## src/rtl/stream_join_pkg.sv

```systemverilog
`default_nettype none
// ============================================================================
// stream_join_pkg : shared types for the runtime-configurable stream join
// Revision: 1.0
// ============================================================================
package stream_join_pkg;

    typedef enum logic [0:0] {
        STREAM_JOIN_ALL = 1'b0,
        STREAM_JOIN_ANY = 1'b1
    } stream_join_mode_e;

    typedef enum logic [0:0] {
        IDLE   = 1'b0,
        ACTIVE = 1'b1
    } stream_join_sched_state_e;

endpackage
`default_nettype wire

```

## src/rtl/stream_join_dynamic.sv

```systemverilog
`default_nettype none
// ============================================================================
// stream_join_dynamic : combinational join of selected streams, ALL or ANY mode
// Revision: 1.0
// ============================================================================
module stream_join_dynamic
    import stream_join_pkg::*;
#(
    parameter int unsigned NumInp = 4
) (
    input  logic [NumInp-1:0] sel_i,
    input  stream_join_mode_e mode_i,
    input  logic [NumInp-1:0] inp_valid_i,
    output logic [NumInp-1:0] inp_ready_o,
    output logic              oup_valid_o,
    input  logic              oup_ready_i,
    output logic [NumInp-1:0] oup_sel_o
);

    always_comb begin
        oup_valid_o = 1'b0;
        inp_ready_o = '0;
        oup_sel_o   = '0;
        if (mode_i == STREAM_JOIN_ALL) begin
            // Unselected inputs count as always valid so they never block the join.
            oup_valid_o = &(inp_valid_i | ~sel_i);
            inp_ready_o = sel_i & {NumInp{oup_valid_o & oup_ready_i}};
            oup_sel_o   = sel_i;
        end else begin
            oup_valid_o = |(inp_valid_i & sel_i);
            inp_ready_o = sel_i & inp_valid_i & {NumInp{oup_ready_i}};
            oup_sel_o   = inp_valid_i & sel_i;
        end
    end

endmodule
`default_nettype wire

```

## src/rtl/stream_join_sched.sv

```systemverilog
`default_nettype none
// ============================================================================
// stream_join_sched : job-based scheduler running a fixed-length stream join
// Revision: 1.0
// ============================================================================
module stream_join_sched
    import stream_join_pkg::*;
#(
    parameter int unsigned NumInp   = 4,
    parameter int unsigned CntWidth = 16
) (
    input  logic                clk_i,
    input  logic                rst_ni,
    input  logic                cfg_valid_i,
    output logic                cfg_ready_o,
    input  logic [NumInp-1:0]   cfg_sel_i,
    input  stream_join_mode_e   cfg_mode_i,
    input  logic [CntWidth-1:0] cfg_beats_i,
    input  logic [NumInp-1:0]   inp_valid_i,
    output logic [NumInp-1:0]   inp_ready_o,
    output logic                oup_valid_o,
    input  logic                oup_ready_i,
    output logic [NumInp-1:0]   oup_sel_o,
    output logic                busy_o,
    output logic                done_o,
    output logic [CntWidth-1:0] beat_cnt_o
);

    stream_join_sched_state_e state_q, state_d;
    logic [NumInp-1:0]   sel_q;
    stream_join_mode_e   mode_q;
    logic [CntWidth-1:0] remaining_q;
    logic [CntWidth-1:0] beat_cnt_q;
    logic                done_q;

    logic                active;
    logic                cfg_hs;
    logic                cfg_empty;
    logic                xfer;
    logic                last_beat;
    logic                join_valid;
    logic [NumInp-1:0]   join_ready;
    logic [NumInp-1:0]   join_sel;

    assign active    = (state_q == ACTIVE);
    assign cfg_hs    = cfg_valid_i & cfg_ready_o;
    assign cfg_empty = (cfg_beats_i == '0) || (cfg_sel_i == '0);
    assign xfer      = oup_valid_o & oup_ready_i;
    assign last_beat = (remaining_q == CntWidth'(1));

    // Only registered config feeds the join, keeping cfg_* off the data path.
    stream_join_dynamic #(
        .NumInp (NumInp)
    ) u_join (
        .sel_i       (sel_q),
        .mode_i      (mode_q),
        .inp_valid_i (inp_valid_i),
        .inp_ready_o (join_ready),
        .oup_valid_o (join_valid),
        .oup_ready_i (oup_ready_i),
        .oup_sel_o   (join_sel)
    );

    assign cfg_ready_o = ~active;
    assign busy_o      = active;
    assign oup_valid_o = active & join_valid;
    assign inp_ready_o = join_ready & {NumInp{active}};
    assign oup_sel_o   = join_sel & {NumInp{active}};
    assign done_o      = done_q;
    assign beat_cnt_o  = beat_cnt_q;

    always_ff @(posedge clk_i or negedge rst_ni) begin
        if (!rst_ni) begin
            state_q <= IDLE;
        end else begin
            state_q <= state_d;
        end
    end

    always_comb begin
        state_d = state_q;
        case (state_q)
            IDLE:    if (cfg_hs && !cfg_empty) state_d = ACTIVE;
            ACTIVE:  if (xfer && last_beat)    state_d = IDLE;
            default: state_d = IDLE;
        endcase
    end

    always_ff @(posedge clk_i or negedge rst_ni) begin
        if (!rst_ni) begin
            sel_q       <= '0;
            mode_q      <= STREAM_JOIN_ALL;
            remaining_q <= '0;
            beat_cnt_q  <= '0;
            done_q      <= 1'b0;
        end else begin
            done_q <= 1'b0;
            if (cfg_hs) begin
                sel_q       <= cfg_sel_i;
                mode_q      <= cfg_mode_i;
                remaining_q <= cfg_beats_i;
                beat_cnt_q  <= '0;
                // Empty jobs complete immediately without entering ACTIVE.
                done_q      <= cfg_empty;
            end else if (xfer) begin
                remaining_q <= remaining_q - CntWidth'(1);
                beat_cnt_q  <= beat_cnt_q + CntWidth'(1);
                done_q      <= last_beat;
            end
        end
    end

endmodule
`default_nettype wire

```

## config.mk

```make
export PLATFORM = sky130hd
export DESIGN_NAME = stream_join_sched
export DESIGN_NICKNAME = d
export VERILOG_FILES = /design/src/rtl/stream_join_pkg.sv /design/src/rtl/stream_join_dynamic.sv /design/src/rtl/stream_join_sched.sv
export SDC_FILE = /design/constraint.sdc
export NUM_CORES = 1
export LEC_CHECK = 0
export ABC_AREA = 1
export BUFFER_PORTS_ARGS = -buffer_cell sky130_fd_sc_hd__buf_2
export CAP_MARGIN = 20
export CORE_MARGIN = 8
export CORE_UTILIZATION = 60
export DETAILED_ROUTE_END_ITERATION = 10
export PLACE_DENSITY = 0.9
export SETUP_SLACK_MARGIN = 0.05
export SYNTH_ARGS = -nofsm -noshare
export SYNTH_HDL_FRONTEND = slang
export SYNTH_SLANG_ARGS = --single-unit
```

## constraint.sdc

```tcl
create_clock -name clk_i -period 2.2 [get_ports clk_i]
set_input_delay 0 -clock clk_i [delete_from_list [all_inputs] [get_ports clk_i]]
set_output_delay 0 -clock clk_i [all_outputs]
set_load 0.02 [all_outputs]
```

==> impl_table.tex, run 1 <==
\begin{tabular}{lr}
\hline
Metric & Value \\
\hline
\multicolumn{2}{l}{\textbf{Global route}} \\
Largest net degree at the start of global routing & 47 \\
All-Layer GR Usage & 0.219 \\
Overflow left after global routing & 0 \\
Global-route wire length before repair & 13200 µm \\
Initial antenna violation count & 0 \\
Vias in the first global route & 2962 \\
\multicolumn{2}{l}{\textbf{Drt}} \\
Routed via count & 3109 \\
Detailed-route vias per instance & 5.61 \\
WL per Instance & between 10 and 15 µm \\
Remaining DRCs & 0 \\
Metal2 WL & between 3000 and 4000 µm \\
Number of detailed-route iterations in the first pass & 7 \\
Met3 Routed Length & 521 µm \\
Post-Route WL & 7780 µm \\
Highest signal layer in the routed design & met4 \\
DRT iter0 DRCs & 258 \\
Metal1 wirelength & 3230 µm \\
Remaining antenna violation count & 0 \\
\multicolumn{2}{l}{\textbf{Clock network}} \\
Sink count of the clock tree & 39 \\
Root buffer selected by CTS & sky130\_fd\_sc\_hd\_\_clkbuf\_8 \\
CTS tree & done \\
Number of H-tree branching levels & 2 \\
Max clock buf depth & 2 \\
CTS clock-pin slew for the worst setup and hold paths & 0.08 ns \\
Number of buffers added by the clock tree synthesis step & 5 \\
Worst-skew pair later-pin latency & about 0.29 ns \\
\multicolumn{2}{l}{\textbf{Critical path}} \\
Startpoint of the most critical register-to-register path & sel\_q[2] \\
Worst setup path class & flip-flop to primary output \\
Timing startpoint of the critical path & sel\_q[2] \\
Maximum fanout count along the critical path & 8 \\
Startpoint type of the worst setup path & flip-flop \\
Type of destination of the critical path & primary output \\
Setup slack of the most critical reg-to-reg path & 0.46 ns \\
Worst endpoint data arrival time & roughly 1.9 ns \\
CP required & roughly 2.2 ns \\
\multicolumn{2}{l}{\textbf{Placement}} \\
Final HPWL DP & 5480 µm \\
Port bufs & between 50 and 60 \\
Weighted congestion at the end of routability-driven global placement & 0.945 \\
\multicolumn{2}{l}{\textbf{Status}} \\
Result of the run & complete, but fails checks \\
Violations in the final reports & hold timing \\
\multicolumn{2}{l}{\textbf{Yosys}} \\
Cell type with the largest total area after synthesis & sky130\_fd\_sc\_hd\_\_dfrtp\_1 \\
Yosys warning count & 0 \\
Post-Syn Area & 0.00279 mm² \\
Distinct cell type count after synthesis & 29 \\
Nets in the synthesized netlist & 466 \\
Cells taking the most area after synthesis & sky130\_fd\_sc\_hd\_\_dfrtp\_1 35\%, sky130\_fd\_sc\_hd\_\_nand2\_1 21\%, sky130\_fd\_sc\_hd\_\_nand3\_1 13\% \\
Post-synthesis register bit count & 39 \\
Yosys top cell area share & 0.350 \\
Mean instance size in the synthesized netlist & 6.43 µm² \\
Post-Syn Instances & about 430 \\
Sequential fraction of the synthesis area & 0.350 \\
\multicolumn{2}{l}{\textbf{Die}} \\
Full die area & 0.00709 mm² \\
Total core area & 0.00460 mm² \\
I/O pin cnt & between 50 and 60 \\
Y dimension of the die & 84.2 µm \\
Site Rows & 25 \\
Horiz. Die Dim & 84.2 µm \\
Starting Density & 0.607 \\
\multicolumn{2}{l}{\textbf{Final layout}} \\
Number of nets in the layout & 531 \\
Most frequent cells in the layout & 159 x sky130\_fd\_sc\_hd\_\_nand2\_1, 73 x sky130\_fd\_sc\_hd\_\_nand3\_1, 56 x sky130\_fd\_sc\_hd\_\_nor2\_1, 56 x sky130\_fd\_sc\_hd\_\_buf\_2, 39 x sky130\_fd\_sc\_hd\_\_dfrtp\_1 \\
Final core utilization & 0.727 \\
Area growth, synth to finish & 19.9\% \\
Commonest non-fill, non-tap cell in the layout & sky130\_fd\_sc\_hd\_\_nand2\_1 \\
\# diodes & 0 \\
Fraction of layout instances using a drive strength above 1 & 0.154 \\
\multicolumn{2}{l}{\textbf{Timing}} \\
Hold violation total from the final report & 1 \\
Share of the clock period used by the worst path & 0.853 \\
Relative slew slack & 0.408 \\
Worst hold slack across all endpoints & -0.00146 ns \\
Achievable Freq & roughly 530 MHz \\
Unrepaired setup endpoints after global routing & false \\
Slew at the pin closest to its max-slew limit & 0.888 ns \\
Min Tclk post-route & 1.88 ns \\
Sum of negative setup slack & 0 ns \\
Count of pins over their slew limit & 0 \\
Number of endpoints failing setup at the final stage & 0 \\
Final setup skew & a little over 0.006 ns \\
\multicolumn{2}{l}{\textbf{Power and ir drop}} \\
Maximum vdd ir drop & around 0.6 mV \\
Leak Pwr & 1.86 nW \\
Power density of the placed cells & 1150 mW/mm² \\
\multicolumn{2}{l}{\textbf{Flow run}} \\
Number of max-cap violations & 0 \\
\multicolumn{2}{l}{\textbf{Min path}} \\
Class of the most critical hold timing path & input pin to flip-flop \\
Hold wc startpoint & cfg\_sel\_i[3] \\
\hline
\end{tabular}
## where the power goes
| part | switching (W) | internal, W | total (W) |
|---|---|---|---|
| clock | 0.000264 | 0.000454 | 0.000717 |
| sequential | 0.000273 | 0.000927 | 0.00120 |
| combinational | 0.00125 | 0.000663 | 0.00192 |
| total | 0.00179 | 0.00204 | 0.00383 |
## layer usage
layer	GRT usage	vias up
met3	0.0503	16
li1	-	1516
met1	0.258	1446
met5	0	-
met2	0.380	131
met4	0.0691	0
## synth_stat cells (all sizes together)
library cell / count
xor2: 12
nand2: 160
a211oi: 5
nor3b: 1
inv: 34
o21bai: 2
ha: 3
nor3: 2
clkbuf: 6
xnor2: 3
buf: 10
dfrtp: 39
and2: 1
nand4: 4
nand3b: 2
o21ai: 14
nand3: 74
or2: 2
nor2: 56
nor4: 2
a21oi: 2
## per-stage QoR
step	worst slack (ns)	hold slack (ns)	cells	power, W	instance area [µm²]
after floorplan	0.736	-0.296	434	0.00258	2790
after global placement	0.551	0.179	534	0.00301	3090
after detailed placement	0.494	0.174	534	0.00307	3090
after CTS	0.348	0.00424	554	0.00382	3340
after global routing	0.141	0.0237	554	0.00415	3340
final	0.323	-0.00146	554	0.00383	3340
## area by class of cell
type	count	area, µm²
fill	372	1250
inverter	34	128
clock buffer	6	72.6
tap	54	67.6
clock inverter	2	60.1
timing repair buffer	74	445
sequential	39	976
multi-input combinational	345	1600
## cell families (layout without fill, tap and decap cells)
kind of cell / Yosys count / count (layout) / share of synthesized area
compound gates: 23 / 23 / 0.0489
xor+xnor: 15 / 15 / 0.0471
fa+ha+maj: 3 / 3 / 0.0135
buf+inv: 50 / 116 / 0.0785
flops: 39 / 39 / 0.350
simple gates: 304 / 304 / 0.462
## flip-flops by register name, indices dropped and copies added, names as in the netlist
name and flops:
mode_q 1, sel_q 4, beat_cnt_o 16, busy_o 1
done_o 1, remaining_q 16
## worst paths after layout
check | depth (start not counted) | end
min | 3 | sel_q[3]
max in group asynchronous | 2 | remaining_q[1]
max | 7 | oup_valid_o
min in group asynchronous | 2 | beat_cnt_o[2]
min reg2reg | 2 | remaining_q[1]
max reg2reg | 9 | busy_o
## critical path, cell delays in order, from the launching register on
cell and delay, ns:
sky130_fd_sc_hd__dfrtp_1 0.44, sky130_fd_sc_hd__nand2_1 0.09, sky130_fd_sc_hd__nand2_1 0.07, sky130_fd_sc_hd__nor2_1 0.18, sky130_fd_sc_hd__nor2_1 0.08, sky130_fd_sc_hd__nor2_1 0.30, sky130_fd_sc_hd__buf_4 0.24, sky130_fd_sc_hd__buf_2 0.18
## timing repair
action / 4_1_cts / 5_1_grt
resized for setup: 0 / 0
hold endpoints to repair: 50 / 0
buffers inserted: 0 / 0
hold buffers: 12 / 0
(Power assumes the default switching activity.)
==> inputs of run 2 (changes only) <==
- PLACE_DENSITY: 0.9 -> 0.86
==> run 2 against run 1 <==
Against the previous run:
- clock power is 0.8% higher
- the flow now finishes without violations
- non-clock buffer count down 1
- hold slack better by 0.0099 ns
- largest cell class unchanged
- cell count fell by 0.18%
- sequential power about the same
- design area down 0.22%
- die area is the same
- combinational power about the same
- first-iteration DRC count grew 2.7%
==> impl_table.tex, run 2 (synthesized netlist as in run 1, its figures left out) <==
\begin{tabular}{lr}
\hline
Metric & Value \\
\hline
\multicolumn{2}{l}{\textbf{Critical path}} \\
Largest stage delay on the critical path & 0.43 ns \\
Worst setup path class & flip-flop to flip-flop \\
CP max-delay cell & sky130\_fd\_sc\_hd\_\_dfrtp\_1 \\
Setup slack of the most critical reg-to-reg path & 0.44 ns \\
Timing startpoint of the critical path & sel\_q[2] \\
Number of buffers and inverters on the critical path & 1 \\
Crit path max-delay family & simple AND/OR/NAND/NOR gates \\
Type of destination of the critical path & flip-flop \\
Ordered cell list for the critical path & nand2\_1 -> nand2\_1 -> nor2\_1 -> nor2\_1 -> nor2\_1 -> buf\_4 -> nand3\_1 -> nand2\_1 -> nand2\_1 \\
CP required & 2.39 ns \\
R2R depth & 9 \\
Startpoint type of the worst setup path & flip-flop \\
Maximum fanout count along the critical path & 7 \\
End of the worst register-to-register path & busy\_o \\
Worst endpoint data arrival time & around 2 ns \\
Startpoint of the most critical register-to-register path & sel\_q[2] \\
CP Capture Point & busy\_o \\
Critical Path Stages & 9 \\
Worst path most repeated cell & sky130\_fd\_sc\_hd\_\_nand2\_1 \\
\multicolumn{2}{l}{\textbf{Timing}} \\
Final setup skew & 0.00872 ns \\
Share of the clock period used by the worst path & 0.799 \\
Number of endpoints failing setup at the final stage & 0 \\
Slew at the pin closest to its max-slew limit & 0.870 ns \\
Min Tclk post-route & 1.76 ns \\
Hold violation total from the final report & 0 \\
Achievable Freq & 569 MHz \\
Unrepaired setup endpoints after global routing & false \\
Worst hold slack across all endpoints & roughly 0.0084 ns \\
Sum of negative setup slack & 0 ns \\
Count of pins over their slew limit & 0 \\
Relative slew slack & 0.420 \\
\multicolumn{2}{l}{\textbf{Drt}} \\
Remaining antenna violation count & 0 \\
WL per Instance & 14.0 µm \\
Routed via count & between 3000 and 4000 \\
Post-Route WL & 7760 µm \\
Remaining DRCs & 0 \\
DRT iter0 DRCs & roughly 270 \\
Number of detailed-route iterations in the first pass & 4 \\
Detailed-route vias per instance & 5.47 \\
\multicolumn{2}{l}{\textbf{Global route}} \\
Global-route wire length before repair & 13300 µm \\
Initial antenna violation count & 0 \\
Largest net degree at the start of global routing & slightly above 40 \\
Vias in the first global route & approximately 3000 \\
All-Layer GR Usage & 0.221 \\
Overflow left after global routing & 0 \\
\multicolumn{2}{l}{\textbf{Min path}} \\
Class of the most critical hold timing path & input pin to flip-flop \\
\multicolumn{2}{l}{\textbf{Power and ir drop}} \\
Share of power burned in registers & 0.317 \\
Leak Pwr & 1.86 nW \\
Comb power frac & 0.494 \\
Maximum vdd ir drop & 0.505 mV \\
Clk pwr share & 0.189 \\
Internal Dissipation & about 0.0020 W \\
Net switching power & 0.00178 W \\
Switching share of power & 0.466 \\
Power density of the placed cells & 1150 mW/mm² \\
\multicolumn{2}{l}{\textbf{Die}} \\
Horiz. Die Dim & 84.2 µm \\
Y dimension of the die & 84.2 µm \\
Site Rows & 25 \\
Full die area & between 0.007 and 0.008 mm² \\
Starting Density & 0.607 \\
Total core area & around 0.0046 mm² \\
I/O pin cnt & 57 \\
\multicolumn{2}{l}{\textbf{Final layout}} \\
Most frequent cells in the layout & 159 x sky130\_fd\_sc\_hd\_\_nand2\_1, 73 x sky130\_fd\_sc\_hd\_\_nand3\_1, 56 x sky130\_fd\_sc\_hd\_\_nor2\_1, 56 x sky130\_fd\_sc\_hd\_\_buf\_2, 39 x sky130\_fd\_sc\_hd\_\_dfrtp\_1 \\
Final core utilization & 0.726 \\
\# diodes & 0 \\
Area growth, synth to finish & 19.6\% \\
Fraction of layout instances using a drive strength above 1 & 0.152 \\
Post-layout instance area & between 0.003 and 0.004 mm² \\
Number of nets in the layout & 530 \\
Commonest non-fill, non-tap cell in the layout & sky130\_fd\_sc\_hd\_\_nand2\_1 \\
\multicolumn{2}{l}{\textbf{Clock network}} \\
Max clock buf depth & 2 \\
CTS clock-pin slew for the worst setup and hold paths & 0.08 ns \\
CTS tree & done \\
Sink count of the clock tree & 39 \\
Post-CTS sizing & 0 \\
Worst-skew pair later-pin latency & 0.30 ns \\
Root buffer selected by CTS & sky130\_fd\_sc\_hd\_\_clkbuf\_8 \\
Number of buffers added by the clock tree synthesis step & 5 \\
Number of H-tree branching levels & 2 \\
\multicolumn{2}{l}{\textbf{Placement}} \\
Weighted congestion at the end of routability-driven global placement & around 0.90 \\
Cell area reported after detailed placement & around 0.0031 mm² \\
Port bufs & 56 \\
Final HPWL DP & 5460 µm \\
\multicolumn{2}{l}{\textbf{Status}} \\
Result of the run & finished clean \\
\multicolumn{2}{l}{\textbf{Flow run}} \\
Number of max-cap violations & 0 \\
\hline
\end{tabular}
==> run 2: worst min path at each step <==
stage	startpoint	endpoint	slack [ns]	depth (start not counted)
CTS	cfg_beats_i[11]	remaining_q[11]	0.01	5
global route	cfg_beats_i[8]	remaining_q[8]	0.03	5
floorplan	rst_ni	beat_cnt_o[0]	-0.30	0
global placement	rst_ni	beat_cnt_o[8]	0.16	1
finish	cfg_beats_i[11]	remaining_q[11]	0.008	5
detailed placement	rst_ni	beat_cnt_o[8]	0.17	1
==> run 2: tightest hold or removal path: cells and delay by family <==
family	cells	cell delay, ns
and+or+nand+nor	4	0.17
buffers and inverters	1	0.09
==> run 2: layout make-up <==
cell class              instances  area, µm²
multi-input cells             345       1600
fillers                       384       1260
clock inverters                 2       60.1
inverters                      34        128
well taps                      54       67.6
flip-flops and latches         39        976
repair buffers                 73        438
clock buffers                   6       72.6
==> run 2: routing by layer <==
layer / GRT usage / part of all wire / wire, µm / vias to the layer above
li1: - / - / - / 1513
met1: 0.274 / 0.43 / 3340 / 1395
met2: 0.360 / 0.49 / 3770 / 106
met3: 0.0591 / 0.071 / 548 / 10
met4: 0.0769 / 0.012 / 91 / 0
met5: 0 / 0 / 0 / -
==> run 2: repair_timing <==
action,in CTS,in global routing
hold endpoints to repair,50,0
hold buffers,12,0
buffers inserted,0,0
==> run 2: power by group through the flow <==
| stage | Sequential [W] | Combinational, W | Clock [W] |
|---|---|---|---|
| after CTS | 0.00120 | 0.00190 | 0.000722 |
| after detailed placement | 0.00120 | 0.00187 | 0 |
| after floorplan | 0.00119 | 0.00140 | 0 |
| final | 0.00121 | 0.00189 | 0.000723 |
| after global routing | 0.00124 | 0.00215 | 0.000752 |
| after global placement | 0.00120 | 0.00181 | 0 |
==> run 2: metrics by stage <==
stage                     setup slack [ns]  std cells  total power [W]
after detailed placement             0.474        533          0.00307
after global routing                 0.314        553          0.00415
after global placement               0.516        533          0.00301
final                                0.442        553          0.00383
after floorplan                      0.736        434          0.00258
after CTS                            0.471        553          0.00382
==> inputs of run 3 (changes only) <==
- CORE_UTILIZATION: 60 -> 55
- PLACE_DENSITY: 0.86 -> 0.8
- clock period: 2.2 -> 1.63 ns (I/O delays scaled with it)
==> run 3 against run 2 <==
Against the previous run:
- total power rose by 44%
- hold slack got worse by 0.0013 ns
- critical path depth fell by 2
- setup slack got worse by 0.35 ns
- critical endpoint is now oup_valid_o
- clock power rose by 17%
- wire length rose by 3.0%
- clock skew fell by 0.0021 ns
==> impl_table.tex, run 3 (synthesized netlist as in run 1, its figures left out) <==
\begin{tabular}{lr}
\hline
Metric & Value \\
\hline
\multicolumn{2}{l}{\textbf{Status}} \\
Result of the run & finished clean \\
\multicolumn{2}{l}{\textbf{Min path}} \\
Class of the most critical hold timing path & input pin to flip-flop \\
\multicolumn{2}{l}{\textbf{Die}} \\
Full die area & between 0.007 and 0.008 mm² \\
Starting Density & 0.557 \\
I/O pin cnt & 57 \\
Total core area & 0.00501 mm² \\
Y dimension of the die & 87.2 µm \\
Site Rows & 26 \\
Horiz. Die Dim & 87.2 µm \\
\multicolumn{2}{l}{\textbf{Final layout}} \\
Number of standard cells in the final layout excluding fillers & 581 \\
Fraction of layout instances using a drive strength above 1 & 0.204 \\
Area used by multi-input combinational logic & roughly 0.0017 mm² \\
Area growth, synth to finish & 26.3\% \\
Commonest non-fill, non-tap cell in the layout & sky130\_fd\_sc\_hd\_\_nand2\_1 \\
Most frequent cells in the layout & 156 x sky130\_fd\_sc\_hd\_\_nand2\_1, 72 x sky130\_fd\_sc\_hd\_\_nand3\_1, 53 x sky130\_fd\_sc\_hd\_\_buf\_2 \\
Number of nets in the layout & between 500 and 600 \\
\# diodes & 0 \\
Post-layout instance area & approximately 0.0035 mm² \\
Storage element area & around 980 µm² \\
Number of filler instances in the final layout & 431 \\
Final core utilization & 0.704 \\
\multicolumn{2}{l}{\textbf{Placement}} \\
Weighted congestion at the end of routability-driven global placement & 0.958 \\
Placed Cells incl. Taps & roughly 560 \\
Port bufs & 56 \\
Final HPWL DP & roughly 5400 µm \\
Cell area reported after detailed placement & 0.00318 mm² \\
\multicolumn{2}{l}{\textbf{Critical path}} \\
Worst setup path class & flip-flop to primary output \\
Maximum fanout count along the critical path & 4 \\
Ordered cell list for the critical path & nand2\_1 -> nand2\_2 -> nor2\_4 -> nor2\_1 -> nor2\_1 -> buf\_4 -> buf\_4 \\
CP required & 1.63 ns \\
Startpoint type of the worst setup path & flip-flop \\
Largest stage delay on the critical path & 0.43 ns \\
Number of buffers and inverters on the critical path & 2 \\
CP max-delay cell & sky130\_fd\_sc\_hd\_\_dfrtp\_1 \\
Type of destination of the critical path & primary output \\
Crit path max-delay family & simple AND/OR/NAND/NOR gates \\
Worst endpoint data arrival time & roughly 1.5 ns \\
\multicolumn{2}{l}{\textbf{Power and ir drop}} \\
Comb power frac & 0.557 \\
Power density of the placed cells & roughly 1600 mW/mm² \\
Share of power burned in registers & 0.289 \\
Leak Pwr & a little under 2 nW \\
Internal Dissipation & 0.00292 W \\
Clk pwr share & 0.154 \\
Switching share of power & 0.470 \\
Maximum vdd ir drop & 0.780 mV \\
Net switching power & 0.00259 W \\
\multicolumn{2}{l}{\textbf{Timing}} \\
Slew at the pin closest to its max-slew limit & 0.550 ns \\
Share of the clock period used by the worst path & 0.943 \\
Count of pins over their slew limit & 0 \\
Final setup skew & 0.00662 ns \\
Relative slew slack & 0.630 \\
Sum of negative setup slack & 0 ns \\
Number of endpoints failing setup at the final stage & 0 \\
Achievable Freq & 650 MHz \\
Unrepaired setup endpoints after global routing & true \\
Min Tclk post-route & between 1.5 and 2 ns \\
Worst hold slack across all endpoints & between 0.007 and 0.008 ns \\
Hold violation total from the final report & 0 \\
\multicolumn{2}{l}{\textbf{Drt}} \\
Post-Route WL & between 7000 and 8000 µm \\
DRT iter0 DRCs & between 200 and 300 \\
Highest signal layer in the routed design & met4 \\
Metal2 WL & 3690 µm \\
Remaining antenna violation count & 0 \\
Metal1 wirelength & $\sim$3500 µm \\
Number of detailed-route iterations in the first pass & 5 \\
Detailed-route vias per instance & 5.43 \\
Routed via count & roughly 3200 \\
Met3 Routed Length & 662 µm \\
WL per Instance & around 14 µm \\
Remaining DRCs & 0 \\
\multicolumn{2}{l}{\textbf{Global route}} \\
Largest net degree at the start of global routing & 40 \\
Vias in the first global route & roughly 2800 \\
Overflow left after global routing & 0 \\
Global-route wire length before repair & 13100 µm \\
All-Layer GR Usage & 0.213 \\
Initial antenna violation count & 0 \\
\multicolumn{2}{l}{\textbf{Clock network}} \\
Number of H-tree branching levels & 2 \\
Root buffer selected by CTS & sky130\_fd\_sc\_hd\_\_clkbuf\_8 \\
Sink count of the clock tree & 39 \\
Worst-skew pair later-pin latency & 0.29 ns \\
Number of buffers added by the clock tree synthesis step & 5 \\
CTS tree & done \\
Max clock buf depth & 2 \\
CTS clock-pin slew for the worst setup and hold paths & 0.08 ns \\
\multicolumn{2}{l}{\textbf{Flow run}} \\
Number of max-cap violations & 0 \\
\hline
\end{tabular}
## run 3: cell types whose count changed in the layout (fill, tap and decap cells not counted), sizes merged
| cell | previous run | this run |
|---|---|---|
| buf | 61 | 73 |
| bufinv | 2 | 1 |
| clkinv | 0 | 1 |
## run 3: metal layers
metal | vias up | global-route usage
li1 | 1542 | -
met5 | - | 0
met4 | 0 | 0.0453
met3 | 14 | 0.0491
met1 | 1460 | 0.279
met2 | 140 | 0.348
## run 3: power groups by stage
| stage | registers (W) | logic, W | clock network, W |
|---|---|---|---|
| 2_1_floorplan | 0.00160 | 0.00189 | 0 |
| 3_3_place_gp | 0.00158 | 0.00261 | 0 |
| 3_5_place_dp | 0.00160 | 0.00268 | 0 |
| 4_1_cts | 0.00157 | 0.00278 | 0.000861 |
| 5_1_grt | 0.00163 | 0.00339 | 0.000909 |
| 6_report | 0.00159 | 0.00307 | 0.000847 |
## run 3: area by class of cell
| class | instances | area share |
|---|---|---|
| tap | 70 | 0.0248 |
| inverter | 34 | 0.0362 |
| sequential | 39 | 0.277 |
| clock buffer | 6 | 0.0234 |
| timing repair buffer | 85 | 0.159 |
| clock inverter | 2 | 0.00994 |
| multi-input combinational | 345 | 0.470 |
## run 3: path summary, 6_finish.rpt
kind	startpoint	end	slack (ns)	cells past startpoint
setup / recovery	sel_q[3]	oup_valid_o	0.09	7
setup reg to reg	sel_q[3]	remaining_q[0]	0.10	7
hold reg to reg	remaining_q[15]	remaining_q[15]	0.55	2
min in group asynchronous	rst_ni	beat_cnt_o[8]	0.20	3
hold / removal	cfg_beats_i[7]	remaining_q[7]	0.007	5
max in group asynchronous	rst_ni	remaining_q[8]	1.23	3
## run 3: timing repair
| action | CTS | global route |
|---|---|---|
| endpoints found under the hold margin | 50 | 0 |
| hold buffers | 12 | 0 |
| cloned | 0 | 0 |
| setup buffers | 2 | 2 |
| pin swaps | 1 | 6 |
| resized for setup | 1 | 25 |
| setup endpoints to repair | 4 | 34 |
## run 3: stage by stage
stage                     worst slack (ns)  power [W]
after floorplan                      0.166    0.00349
after global placement               0.168    0.00419
after detailed placement            0.0898    0.00427
after CTS                           0.0651    0.00522
after global routing                0.0111    0.00593
final                               0.0922    0.00551
## run 3: worst min-delay path, stage by stage
cell	delay (ns)
sky130_fd_sc_hd__buf_2	0.08
sky130_fd_sc_hd__nand2_1	0.05
sky130_fd_sc_hd__nand2_1	0.05
sky130_fd_sc_hd__nand2_1	0.04
sky130_fd_sc_hd__nand2_1	0.04
